===== src/rtl/pu_riscv_biu_arbiter_if.sv =====
// One BIU request/response port; the requester drives the master side, the arbiter/bridge side is slave.
// btype carries the AHB-style burst type (SINGLE, INCR, WRAP4 .. INCR16).
interface pu_riscv_biu_arbiter_if #(
  parameter int XLEN = 64,
  parameter int PLEN = 64
);
  logic            stb;
  logic [PLEN-1:0] adri;
  logic [2:0]      size;
  logic [2:0]      btype;
  logic [2:0]      prot;
  logic            lock;
  logic            we;
  logic [XLEN-1:0] d;
  logic            stb_ack;
  logic            d_ack;
  logic            ack;
  logic            err;
  logic [XLEN-1:0] q;
  logic [PLEN-1:0] adro;

  modport master (
    output stb, adri, size, btype, prot, lock, we, d,
    input  stb_ack, d_ack, ack, err, q, adro
  );

  modport slave (
    input  stb, adri, size, btype, prot, lock, we, d,
    output stb_ack, d_ack, ack, err, q, adro
  );
endinterface


===== src/rtl/pu_riscv_biu_arbiter.sv =====
// Round-robin, lock-aware arbiter sharing one BIU port between fetch (m0) and data (m1) requesters.
// Request reaches the bridge one cycle after stb; one transaction outstanding, responses routed to owner only.
module pu_riscv_biu_arbiter #(
  parameter int XLEN = 64,
  parameter int PLEN = 64
) (
  input  logic                   HCLK,
  input  logic                   HRESETn,
  pu_riscv_biu_arbiter_if.slave  m0,
  pu_riscv_biu_arbiter_if.slave  m1,
  pu_riscv_biu_arbiter_if.master biu
);

  typedef enum logic [1:0] {IDLE, ADDR, DATA} state_t;

  state_t          st;
  logic            owner;
  logic            last;
  logic            locked;
  logic [4:0]      beats;

  logic [PLEN-1:0] own_adri;
  logic [2:0]      own_size;
  logic [2:0]      own_btype;
  logic [2:0]      own_prot;
  logic            own_lock;
  logic            own_we;
  logic [XLEN-1:0] own_d;
  logic            own_stb;
  logic [4:0]      own_len;
  logic            in_addr;
  logic            in_xfer;

  function automatic logic [4:0] burst_len(input logic [2:0] t);
    case (t)
      3'd2, 3'd3: burst_len = 5'd4;
      3'd4, 3'd5: burst_len = 5'd8;
      3'd6, 3'd7: burst_len = 5'd16;
      default:    burst_len = 5'd1;
    endcase
  endfunction

  assign own_adri  = owner ? m1.adri  : m0.adri;
  assign own_size  = owner ? m1.size  : m0.size;
  assign own_btype = owner ? m1.btype : m0.btype;
  assign own_prot  = owner ? m1.prot  : m0.prot;
  assign own_lock  = owner ? m1.lock  : m0.lock;
  assign own_we    = owner ? m1.we    : m0.we;
  assign own_d     = owner ? m1.d     : m0.d;
  assign own_stb   = owner ? m1.stb   : m0.stb;
  assign own_len   = burst_len(own_btype);

  assign in_addr = (st == ADDR);
  assign in_xfer = (st == ADDR) || (st == DATA);

  // Address-phase fields only exist in ADDR; write data and direction persist through DATA.
  assign biu.stb   = in_addr;
  assign biu.adri  = in_addr ? own_adri  : '0;
  assign biu.size  = in_addr ? own_size  : 3'd0;
  assign biu.btype = in_addr ? own_btype : 3'd0;
  assign biu.prot  = in_addr ? own_prot  : 3'd0;
  assign biu.lock  = in_addr ? own_lock  : 1'b0;
  assign biu.we    = in_xfer ? own_we    : 1'b0;
  assign biu.d     = in_xfer ? own_d     : '0;

  assign m0.stb_ack = biu.stb_ack & in_addr & ~owner;
  assign m0.d_ack   = biu.d_ack   & in_xfer & ~owner;
  assign m0.ack     = biu.ack     & in_xfer & ~owner;
  assign m0.err     = biu.err     & in_xfer & ~owner;
  assign m0.q       = biu.q;
  assign m0.adro    = biu.adro;

  assign m1.stb_ack = biu.stb_ack & in_addr & owner;
  assign m1.d_ack   = biu.d_ack   & in_xfer & owner;
  assign m1.ack     = biu.ack     & in_xfer & owner;
  assign m1.err     = biu.err     & in_xfer & owner;
  assign m1.q       = biu.q;
  assign m1.adro    = biu.adro;

  always_ff @(posedge HCLK) begin
    if (!HRESETn) begin
      st     <= IDLE;
      owner  <= 1'b0;
      last   <= 1'b1;
      locked <= 1'b0;
      beats  <= 5'd0;
    end else begin
      case (st)
        IDLE: begin
          if (locked && own_stb) begin
            st <= ADDR;
          end else if (m0.stb && m1.stb) begin
            owner <= ~last;
            st    <= ADDR;
          end else if (m0.stb) begin
            owner <= 1'b0;
            st    <= ADDR;
          end else if (m1.stb) begin
            owner <= 1'b1;
            st    <= ADDR;
          end
        end
        ADDR: begin
          // An accepted request moves the round-robin pointer even if it errors out.
          if (biu.stb_ack) begin
            last   <= owner;
            locked <= own_lock;
          end
          if (biu.err) begin
            st     <= IDLE;
            locked <= 1'b0;
            beats  <= 5'd0;
          end else if (biu.stb_ack) begin
            if (biu.ack && own_len == 5'd1) begin
              st    <= IDLE;
              beats <= 5'd0;
            end else if (biu.ack) begin
              st    <= DATA;
              beats <= own_len - 5'd1;
            end else begin
              st    <= DATA;
              beats <= own_len;
            end
          end
        end
        DATA: begin
          if (biu.err) begin
            st     <= IDLE;
            locked <= 1'b0;
            beats  <= 5'd0;
          end else if (biu.ack) begin
            beats <= beats - 5'd1;
            if (beats == 5'd1) st <= IDLE;
          end
        end
        default: st <= IDLE;
      endcase
    end
  end

endmodule


===== src/flat_wrapper.sv =====
// flat-port wrapper written by rule: the top's interface ports become plain ports
module pu_riscv_biu_arbiter_flat 
#(
  parameter int XLEN = 64,
  parameter int PLEN = 64
)
  (HCLK, HRESETn, m0_stb, m0_adri, m0_size, m0_btype, m0_prot, m0_lock, m0_we, m0_d, m0_stb_ack, m0_d_ack, m0_ack, m0_err, m0_q, m0_adro, m1_stb, m1_adri, m1_size, m1_btype, m1_prot, m1_lock, m1_we, m1_d, m1_stb_ack, m1_d_ack, m1_ack, m1_err, m1_q, m1_adro, biu_stb, biu_adri, biu_size, biu_btype, biu_prot, biu_lock, biu_we, biu_d, biu_stb_ack, biu_d_ack, biu_ack, biu_err, biu_q, biu_adro);
  pu_riscv_biu_arbiter_if #(.XLEN(XLEN), .PLEN(PLEN)) m0_i ();
  pu_riscv_biu_arbiter_if #(.XLEN(XLEN), .PLEN(PLEN)) m1_i ();
  pu_riscv_biu_arbiter_if #(.XLEN(XLEN), .PLEN(PLEN)) biu_i ();
  input  logic HCLK;
  input  logic HRESETn;
  input wire logic [$bits(m0_i.stb)-1:0] m0_stb;
  input wire logic [$bits(m0_i.adri)-1:0] m0_adri;
  input wire logic [$bits(m0_i.size)-1:0] m0_size;
  input wire logic [$bits(m0_i.btype)-1:0] m0_btype;
  input wire logic [$bits(m0_i.prot)-1:0] m0_prot;
  input wire logic [$bits(m0_i.lock)-1:0] m0_lock;
  input wire logic [$bits(m0_i.we)-1:0] m0_we;
  input wire logic [$bits(m0_i.d)-1:0] m0_d;
  output wire logic [$bits(m0_i.stb_ack)-1:0] m0_stb_ack;
  output wire logic [$bits(m0_i.d_ack)-1:0] m0_d_ack;
  output wire logic [$bits(m0_i.ack)-1:0] m0_ack;
  output wire logic [$bits(m0_i.err)-1:0] m0_err;
  output wire logic [$bits(m0_i.q)-1:0] m0_q;
  output wire logic [$bits(m0_i.adro)-1:0] m0_adro;
  input wire logic [$bits(m1_i.stb)-1:0] m1_stb;
  input wire logic [$bits(m1_i.adri)-1:0] m1_adri;
  input wire logic [$bits(m1_i.size)-1:0] m1_size;
  input wire logic [$bits(m1_i.btype)-1:0] m1_btype;
  input wire logic [$bits(m1_i.prot)-1:0] m1_prot;
  input wire logic [$bits(m1_i.lock)-1:0] m1_lock;
  input wire logic [$bits(m1_i.we)-1:0] m1_we;
  input wire logic [$bits(m1_i.d)-1:0] m1_d;
  output wire logic [$bits(m1_i.stb_ack)-1:0] m1_stb_ack;
  output wire logic [$bits(m1_i.d_ack)-1:0] m1_d_ack;
  output wire logic [$bits(m1_i.ack)-1:0] m1_ack;
  output wire logic [$bits(m1_i.err)-1:0] m1_err;
  output wire logic [$bits(m1_i.q)-1:0] m1_q;
  output wire logic [$bits(m1_i.adro)-1:0] m1_adro;
  output wire logic [$bits(biu_i.stb)-1:0] biu_stb;
  output wire logic [$bits(biu_i.adri)-1:0] biu_adri;
  output wire logic [$bits(biu_i.size)-1:0] biu_size;
  output wire logic [$bits(biu_i.btype)-1:0] biu_btype;
  output wire logic [$bits(biu_i.prot)-1:0] biu_prot;
  output wire logic [$bits(biu_i.lock)-1:0] biu_lock;
  output wire logic [$bits(biu_i.we)-1:0] biu_we;
  output wire logic [$bits(biu_i.d)-1:0] biu_d;
  input wire logic [$bits(biu_i.stb_ack)-1:0] biu_stb_ack;
  input wire logic [$bits(biu_i.d_ack)-1:0] biu_d_ack;
  input wire logic [$bits(biu_i.ack)-1:0] biu_ack;
  input wire logic [$bits(biu_i.err)-1:0] biu_err;
  input wire logic [$bits(biu_i.q)-1:0] biu_q;
  input wire logic [$bits(biu_i.adro)-1:0] biu_adro;
  assign m0_i.stb = m0_stb;
  assign m0_i.adri = m0_adri;
  assign m0_i.size = m0_size;
  assign m0_i.btype = m0_btype;
  assign m0_i.prot = m0_prot;
  assign m0_i.lock = m0_lock;
  assign m0_i.we = m0_we;
  assign m0_i.d = m0_d;
  assign m0_stb_ack = m0_i.stb_ack;
  assign m0_d_ack = m0_i.d_ack;
  assign m0_ack = m0_i.ack;
  assign m0_err = m0_i.err;
  assign m0_q = m0_i.q;
  assign m0_adro = m0_i.adro;
  assign m1_i.stb = m1_stb;
  assign m1_i.adri = m1_adri;
  assign m1_i.size = m1_size;
  assign m1_i.btype = m1_btype;
  assign m1_i.prot = m1_prot;
  assign m1_i.lock = m1_lock;
  assign m1_i.we = m1_we;
  assign m1_i.d = m1_d;
  assign m1_stb_ack = m1_i.stb_ack;
  assign m1_d_ack = m1_i.d_ack;
  assign m1_ack = m1_i.ack;
  assign m1_err = m1_i.err;
  assign m1_q = m1_i.q;
  assign m1_adro = m1_i.adro;
  assign biu_stb = biu_i.stb;
  assign biu_adri = biu_i.adri;
  assign biu_size = biu_i.size;
  assign biu_btype = biu_i.btype;
  assign biu_prot = biu_i.prot;
  assign biu_lock = biu_i.lock;
  assign biu_we = biu_i.we;
  assign biu_d = biu_i.d;
  assign biu_i.stb_ack = biu_stb_ack;
  assign biu_i.d_ack = biu_d_ack;
  assign biu_i.ack = biu_ack;
  assign biu_i.err = biu_err;
  assign biu_i.q = biu_q;
  assign biu_i.adro = biu_adro;
  pu_riscv_biu_arbiter #(.XLEN(XLEN), .PLEN(PLEN)) u_core (.HCLK(HCLK), .HRESETn(HRESETn), .m0(m0_i), .m1(m1_i), .biu(biu_i));
endmodule

===== config.mk =====
export PLATFORM = sky130hd
export DESIGN_NAME = pu_riscv_biu_arbiter_flat
export DESIGN_NICKNAME = d
export VERILOG_FILES = /design/src/rtl/pu_riscv_biu_arbiter_if.sv /design/src/rtl/pu_riscv_biu_arbiter.sv /design/src/flat_wrapper.sv
export SDC_FILE = /design/constraint.sdc
export NUM_CORES = 1
export LEC_CHECK = 0
export BUFFER_PORTS_ARGS = -buffer_cell sky130_fd_sc_hd__buf_2
export CAP_MARGIN = 20
export CELL_PAD_IN_SITES_DETAIL_PLACEMENT = 0
export CELL_PAD_IN_SITES_GLOBAL_PLACEMENT = 2
export CORE_AREA = 3 3 316 318
export CTS_CLUSTER_DIAMETER = 30
export DETAILED_ROUTE_END_ITERATION = 8
export DIE_AREA = 0 0 319 321
export PLACE_DENSITY_LB_ADDON = 0.1
export SETUP_SLACK_MARGIN = 0.2
export SLEW_MARGIN = 20
export SYNTH_ARGS = -nofsm -noshare
export SYNTH_HDL_FRONTEND = slang
export SYNTH_SLANG_ARGS = --single-unit

===== constraint.sdc =====
create_clock -name HCLK -period 2.1 [get_ports HCLK]
set_clock_uncertainty 0.15 [all_clocks]
set_input_delay 0.21 -clock HCLK [delete_from_list [all_inputs] [get_ports HCLK]]
set_output_delay 0.21 -clock HCLK [all_outputs]
set_load 0.02 [all_outputs]

# After elaboration in Yosys (flattened, before gate mapping)
# Index checks and enable logic that the tools add are counted.
# op_classes
n_addsub	2
n_eq_ne	15
n_mux	41
n_bitwise	15
reduce_logical	15
# op_table
op	count
$mux W64	4
$mux W5	6
$mux W2	10
$mux W3	6
$pmux W5 S3	1
$and A1 B1 Y1	12
$eq A3 B3 Y1 const B	4
$mux W1	11
$eq A5 B1 Y1 const B	2
$pmux W5 S2	1
$sub A5 B1 Y5 const B	2
$ne A3 B3 Y1 const B	3
$reduce_and A3 Y1	3
$eq A3 B2 Y1 const B	2
$pmux W2 S3	1
$reduce_or A2 Y1	3
$ne A5 B3 Y1 const B	1
$reduce_and A4 Y1	1
$logic_and A1 B1 Y1	3
$not A1 Y1	3
$reduce_bool A3 Y1	1
$eq A2 B1 Y1 const B	1
$eq A2 B2 Y1 const B	1
$logic_not A2 Y1	1
5 further kinds	5
# totals
register_bits	10
inputBits	414
output_inout_bits	404
elab_cells	93

# Depth between registers and ports, before layout
# Gate-level depths: netlist (run 1).
# depth
word_depth	10
ltp_mapped	7
mapped_depth_nobuf	7

# Least setup slack after synthesis (run 1)
# Ideal clock, no wire load.
# synth_path
path_type	register to output
start	register u_core.st[1]
end	output biu_adri[10]
arrival_time_ps	1653
required_time_ps	1740
slack_ps	87
stages_incl_launch_ff	7
path_buffers	2
cell_sequence	dfxtp_1 inv_1 ha_1 inv_1 clkbuf_1 clkbuf_1 nor2_1
# synth_via
elab_chain_len	2
# synth_rtl
element	line_no	text
start, declared	pu_riscv_biu_arbiter.sv:16	state_t st;
start signal, assigned	pu_riscv_biu_arbiter.sv:82	st <= IDLE;
start signal, assigned	pu_riscv_biu_arbiter.sv:91	st <= ADDR;
start signal, assigned	pu_riscv_biu_arbiter.sv:94	st <= ADDR;
$eq A2 B1 Y1	pu_riscv_biu_arbiter.sv:53	assign in_addr = (st == ADDR);
named net biu_stb	flat_wrapper.sv:41	output wire logic [$bits(biu_i.stb)-1:0] biu_stb;
$mux W64	pu_riscv_biu_arbiter.sv:58	assign biu.adri = in_addr ? own_adri : '0;
end, declared	flat_wrapper.sv:42	output wire logic [$bits(biu_i.adri)-1:0] biu_adri;
# The timed path passes the listed nets, and every way through them passes these cells.

# Worst setup path after layout (run 1)
# layout_path
start	register u_core.owner
end	output biu_d[23]
# layout_via
elab_chain_len	2
# layout_rtl
element	line_no	text
start, declared	pu_riscv_biu_arbiter.sv:17	logic owner;
start signal, assigned	pu_riscv_biu_arbiter.sv:93	owner <= ~last;
$mux W64	pu_riscv_biu_arbiter.sv:49	assign own_d = owner ? m1.d : m0.d;
$mux W64	pu_riscv_biu_arbiter.sv:64	assign biu.d = in_xfer ? own_d : '0;
end, declared	flat_wrapper.sv:48	output wire logic [$bits(biu_i.d)-1:0] biu_d;
# Every way passes these cells.

==> impl_metrics.env, run 1 <==
export IMPL_crit_slowest_cell="dfxtp_4"
export IMPL_h_tree_depth=1
export IMPL_cp_cell_sequence="buf_6, buf_12, buf_6, mux2i_1, nor2b_4, buf_4"
export IMPL_ys_seq_area_share_pct=4.04
export IMPL_drv_slew=0
export IMPL_synth_top_family_by_area="buffers and inverters"
export IMPL_cp_end_kind="primary output"
export IMPL_whs_path_depth=2
export IMPL_hold_class="in -> reg"
export IMPL_syn_num_nets=1092
export IMPL_synth_top_flop_cell="dfxtp_1"
export IMPL_cp_start_kind="register"
export IMPL_hold_path_startpoint="m0_stb"
export IMPL_dieArea_sq_um=102000
export IMPL_start_util_pct=5.12
export IMPL_crit_buf_inv=4
export IMPL_hold_buffers=0
export IMPL_drt_iter0_markers=45
export IMPL_yosysUniqueCellTypes=36
export IMPL_track_usage_pct=5.95
export IMPL_dp_hpwl_um=25600
export IMPL_grt_pass1_wl_um=44000
export IMPL_setup_viol=0
export IMPL_synth_seq_cells=10
export IMPL_core_area_sq_um=96900
export IMPL_fin_crit_ns=2.01
export IMPL_grt_ovfl_total=0
export IMPL_num_nets_final=1333
export IMPL_crit_arrival_ns=1.65
export IMPL_die_x_um=319
export IMPL_insertion_delay_ns=0.24
export IMPL_synth_simple_area_share_pct=19.0
export IMPL_drt_pass1_iterations=4
export IMPL_drc=0
export IMPL_cp_required_ns=1.74
export IMPL_rrSetupSlack_ns=0.13
export IMPL_timing_rr_end="u_core.beats[1]"
export IMPL_portBuffers=433
export IMPL_yosysWarnings=0
export IMPL_fmax_ghz=0.497
export IMPL_worstPathMaxFanout=10
export IMPL_max_vdd_ir_drop_v=0.000285
export IMPL_r2r_cells=9
export IMPL_worstMarginPinSlew_ns=0.342
export IMPL_place_area_sq_um=7010
export IMPL_cts_root_buf="clkbuf_16"
export IMPL_synth_common_cells="262 x buf_4, 140 x mux2i_1, 85 x nor2_1"
export IMPL_final_area_sq_um=9140
export IMPL_drv_cap=0
export IMPL_yosysMostFrequentCell="buf_4"
export IMPL_vias=5146
export IMPL_crit_path_frequent_cell="buf_6"
export IMPL_routed_via_density=2.35
export IMPL_cts_buffer_depth=2
export IMPL_synth_fa_ha_area_share_pct=1.52
export IMPL_synth_largest_area_cell="buf_4"
export IMPL_hold_end="u_core.owner"
export IMPL_p_leak_nw=3.85
export IMPL_syn_area_sq_um=4950
export IMPL_muxShareOfSynthArea_pct=28.6
export IMPL_synthXorXnorAreaFrac_pct=0.177
export IMPL_area_growth_syn_to_layout_pct=84.4
export IMPL_cts_made_buffers=3
export IMPL_hold_viol_final=0
export IMPL_fin_crit_sh_pct=95.8
export IMPL_place_gp_congestion=0.629
export IMPL_path_clk_slew_ns=0.05
export IMPL_synth_top_area_share_pct=39.7
export IMPL_dp_slack_ns=0.0356
export IMPL_synth_cells=672
export IMPL_synth_edf_count=0
export IMPL_io_pins=818
export IMPL_grt_max_degree=15
export IMPL_timing_critical_path_max_delay_family="buffers and inverters"
export IMPL_fin_ws_ns=0.0872
export IMPL_synth_compound_gate_area_share_pct=3.86
export IMPL_wl_per_cell_um=15.4
export IMPL_antenna_left=0
export IMPL_crit_type="reg -> out"
export IMPL_placementRows=114
export IMPL_wirelength_um=33700
export IMPL_ys_top_cells_by_area="buf_4 40%, mux2i_1 28%, nor2b_1 8.6%, nor2_1 6.4%, dfxtp_1 4.0%"
export IMPL_rsz0062_at_grt="true"
export IMPL_cts_tree="built"
export IMPL_cp_slowest_stage_delay_ns=0.39
export IMPL_outcome="finished, final reports clean"
export IMPL_power_density_nw_per_um2=504
export IMPL_grt_pass1_vias=5747
export IMPL_slew_limit_headroom_pct=77.0
export IMPL_rr_startpoint="u_core.st[1]"
export IMPL_clock_sinks=10
export IMPL_synthArstFlopShare_pct=0
export IMPL_syn_avg_cell_area_sq_um=7.37
export IMPL_die_y_um=321
export IMPL_antenna_found_initial=6
export IMPL_drive_gt1_share_pct=71.1
export IMPL_fillCellCount=11400
registers in the layout (all words and copies together), names as in the netlist:
register / flops
u_core.beats: 5
u_core.last: 1
u_core.locked: 1
u_core.st: 2
u_core.owner: 1
kinds of logic (layout without fill, tap and decap cells):
group,count (synthesis),after routing
buf+inv,300,540
simple gates,186,186
mux,141,141
compound gates,28,28
flops,10,10
fa+ha+maj,6,6
xor+xnor,1,1
other cells,0,2
per-stage QoR:
stage | std cells | hold WS [ns] | power (mW) | TNS (ns) | utilization [%]
2_1_floorplan | 672 | 0.147 | 2.40 | 0 | -
3_3_place_gp | 2125 | 0.270 | 3.04 | -0.0647 | 7.24
3_5_place_dp | 2125 | 0.270 | 2.98 | 0 | 7.24
4_1_cts | 2166 | 0.0497 | 4.16 | 0 | 8.41
5_1_grt | 2189 | 0.0571 | 4.97 | -0.00865 | 9.43
6_report | 2190 | 0.0362 | 4.61 | 0 | 9.43
cells in the final DEF, fill, tap and decap left out, types with 3 or more instances in the layout:
cell type,synthesis,final
buf_6,0,49
nor2b_4,0,19
o21ai_0,9,9
ha_1,6,4
dfxtp_1,10,7
or3_1,3,3
buf_2,11,339
and2_4,0,3
inv_1,9,6
mux2i_1,140,103
nand2b_1,3,3
mux2i_4,0,13
buf_16,0,12
bufbuf_16,0,3
nor2_2,0,12
a21boi_1,5,5
nor2_1,85,60
nor3_1,5,4
mux2i_2,1,25
buf_12,0,14
nor2b_2,0,14
clkbuf_4,0,3
clkbuf_16,0,12
nand2_1,6,5
a21oi_1,5,3
nor2_4,0,13
nor2b_1,68,35
buf_4,262,98
power breakdown:
group          internal [mW]  total, mW  switching [mW]  leakage, nW
logic                   2.07       4.02            1.95         3.73
clock network          0.256      0.357           0.101       0.0382
registers              0.209      0.230          0.0206       0.0832
total                   2.54       4.61            2.07         3.85
worst max-delay path by stage:
stage	startpoint	end	depth (start not counted)
after floorplan	u_core.st[1]	biu_adri[10]	6
after global placement	u_core.st[0]	m0_d_ack	6
after detailed placement	u_core.st[0]	m0_d_ack	6
after CTS	u_core.st[0]	biu_d[44]	7
after global routing	u_core.owner	u_core.beats[0]	7
final	u_core.owner	biu_d[23]	6
worst register-to-register path, stage by stage (launching register included):
cell,delay [ns]
dfxtp_2,0.34
inv_4,0.05
ha_4,0.18
buf_4,0.18
nand2b_4,0.09
a21oi_4,0.06
o21bai_4,0.18
buf_4,0.16
or3_1,0.35
a21boi_1,0.14
layer usage:
layer | wire length (um) | GRT usage (%)
met1 | 11700 | 5.72
met2 | 17300 | 11.4
met3 | 3480 | 2.46
met4 | 1170 | 2.06
met5 | 34 | 0
area by class of cell:
class,instances,area (sq um),area share (%)
inverters,9,51.3,0.561
diodes,2,5.00,0.0548
repair buffers,527,3940,43.1
multi-input cells,362,3260,35.6
flip-flops and latches,10,209,2.29
well taps,1276,1600,17.5
clock buffers,4,78.8,0.863
repair_timing:
| action | in CTS | in global routing |
|---|---|---|
| gates cloned | 11 | 9 |
| resized for setup | 139 | 179 |
| buffers inserted | 26 | 13 |
| pin swaps | 2 | 12 |
| endpoints found under the setup margin | 148 | 152 |
Note: power is estimated with default switching activity, not from simulation.
==> inputs of run 2 (changes only) <==
--- a/config.mk
+++ b/config.mk
@@ -14,6 +14,7 @@
 export DETAILED_ROUTE_END_ITERATION = 8
 export DIE_AREA = 0 0 319 321
 export PLACE_DENSITY_LB_ADDON = 0.1
+export REMOVE_ABC_BUFFERS = 1
 export SETUP_SLACK_MARGIN = 0.2
 export SLEW_MARGIN = 20
 export SYNTH_ARGS = -nofsm -noshare
==> run 2 against run 1 <==
Against the previous run:
- combinational power increased by 4%
- first-iteration DRC count grew to 7.0 times the previous value
- sequential power shrank 2%
- flip-flop and latch count unchanged
- hold slack worse by 0.0086 ns
- setup slack lost 0.0087 ns
- via count rose by 21%
- cell area increased by 1.1%
- cell count is the same
- sequential share of layout area barely moved
- non-clock buffer count down 10
- routed wire length rose to 2.6 times the previous value
- largest power group unchanged
==> impl_metrics.env, run 2 (synthesized netlist as in run 1, its figures left out) <==
export IMPL_sw_frac_of_total_pct=46.3
export IMPL_top_register="u_core.beats"
export IMPL_fmax_ghz=0.495
export IMPL_cp_required_ns=1.74
export IMPL_routed_via_density=2.83
export IMPL_fin_crit_ns=2.02
export IMPL_insertion_delay_ns=0.24
export IMPL_hold_class="in -> reg"
export IMPL_power_density_nw_per_um2=516
export IMPL_cts_made_buffers=3
export IMPL_outcome="finished, final reports clean"
export IMPL_p_leak_nw=3.77
export IMPL_power_frac_seq_pct=4.7
export IMPL_die_y_um=321
export IMPL_p_comb_share_pct=87.5
export IMPL_hold_viol_final=0
export IMPL_fillCellCount=11300
export IMPL_slew_limit_headroom_pct=71.4
export IMPL_dp_slack_ns=-0.172
export IMPL_fin_util_pct=9.54
export IMPL_worstPathMaxFanout=13
export IMPL_crit_slowest_cell="dfxtp_4"
export IMPL_track_usage_pct=16.5
export IMPL_fin_crit_sh_pct=96.3
export IMPL_timing_critical_path_max_delay_family="buffers and inverters"
export IMPL_grt_max_degree=31
export IMPL_drt_iter0_markers=314
export IMPL_grt_pass1_vias=6114
export IMPL_cts_root_buf="clkbuf_16"
export IMPL_drv_slew=0
export IMPL_p_int_mw=2.56
export IMPL_cp_end_kind="primary output"
export IMPL_start_util_pct=5.12
export IMPL_mostFrequentLayoutCells="316 x buf_2, 108 x mux2i_1, 98 x buf_4, 62 x nor2_1, 62 x buf_6"
export IMPL_io_pins=818
export IMPL_place_area_sq_um=7050
export IMPL_crit_buf_inv=3
export IMPL_place_gp_congestion=0.889
export IMPL_clock_sinks=10
export IMPL_wirelength_um=89100
export IMPL_reg_largest_list="u_core.beats (5), u_core.st (2)"
export IMPL_num_nets_final=1323
export IMPL_drt_pass1_iterations=4
export IMPL_antenna_left=0
export IMPL_cp_start_kind="register"
export IMPL_worstMarginPinSlew_ns=0.418
export IMPL_path_clk_slew_ns=0.05
export IMPL_antenna_found_initial=34
export IMPL_grt_pass1_wl_um=104000
export IMPL_hold_buffers=0
export IMPL_rsz0062_at_grt="true"
export IMPL_largest_reg_flops=5
export IMPL_dieArea_sq_um=102000
export IMPL_die_x_um=319
export IMPL_area_growth_syn_to_layout_pct=86.5
export IMPL_crit_arrival_ns=1.66
export IMPL_grt_ovfl_total=0
export IMPL_cp_cell_sequence="buf_12, bufbuf_16, mux2i_2, nor2b_4, buf_4"
export IMPL_cts_buffer_depth=2
export IMPL_drc=0
export IMPL_pwr_share_clk_pct=7.7
export IMPL_max_vdd_ir_drop_v=0.000165
export IMPL_fin_ws_ns=0.0785
export IMPL_drv_cap=0
export IMPL_h_tree_depth=1
export IMPL_power_switching_mw=2.21
export IMPL_portBuffers=433
export IMPL_vias=6202
export IMPL_cp_slowest_stage_delay_ns=0.38
export IMPL_final_common_cell="buf_2"
export IMPL_core_area_sq_um=96900
export IMPL_crit_type="reg -> out"
export IMPL_dp_hpwl_um=77200
export IMPL_cts_tree="built"
export IMPL_setup_viol=0
export IMPL_wl_per_cell_um=40.7
export IMPL_final_area_sq_um=9240
export IMPL_placementRows=114
export IMPL_drive_gt1_share_pct=70.5
## run 2: final timing paths
kind | startpoint | end | slack, ns | cells past startpoint
worst min-delay path | m0_stb | u_core.owner | 0.03 | 2
worst max-delay path | u_core.owner | biu_d[54] | 0.08 | 5
worst min register to register | u_core.beats[4] | u_core.beats[4] | 0.33 | 2
worst max register to register | u_core.owner | u_core.beats[0] | 0.18 | 7
## run 2: final cells by class
cell class	instances	area (sq um)	area share, %
inverter	9	48.8	0.528
clock buffer	4	78.8	0.853
sequential	10	209	2.26
multi-input combinational	362	3340	36.1
tap	1276	1600	17.3
antenna	12	30.0	0.325
timing repair buffer	517	3940	42.6
## run 2: power by group through the flow
stage / registers [mW] / logic, mW / clock network, mW
2_1_floorplan: 0.340 / 1.44 / 0
3_3_place_gp: 0.230 / 2.82 / 0
3_5_place_dp: 0.230 / 2.78 / 0
4_1_cts: 0.226 / 3.78 / 0.387
5_1_grt: 0.229 / 4.46 / 0.397
6_report: 0.226 / 4.18 / 0.369
## run 2: metrics by stage
| step | power, mW | std cells | TNS (ns) | hold slack [ns] |
|---|---|---|---|---|
| final | 4.77 | 2190 | 0 | 0.0276 |
| after global routing | 5.09 | 2183 | -0.0127 | 0.0314 |
| after CTS | 4.39 | 2171 | 0 | 0.0306 |
| after detailed placement | 3.01 | 2133 | -0.172 | 0.272 |
| after global placement | 3.05 | 2133 | -0.148 | 0.272 |
| after floorplan | 1.78 | 381 | -598.66 | 0.147 |
## run 2: repair_timing
action,CTS,global route
resized for setup,157,248
pin swaps,1,16
cloned,13,0
endpoints found under the hold margin,0,0
setup endpoints to repair,151,151
setup buffers,21,7
## run 2: worst register-to-register path, stage by stage (launching register included)
cell and delay (ns):
dfxtp_4 0.37, buf_4 0.17, nor3_4 0.18, a21oi_2 0.07, ha_1 0.29, nor2b_1 0.12
or4_1 0.39, a21boi_1 0.12
## run 2: per-layer routing
metal	share of wire, %	track usage, %	routed length, um
met1	27	12.1	24300
met2	43	25.2	38000
met3	26	21.7	23200
met4	1.3	1.73	1120
met5	2.7	15.7	2410
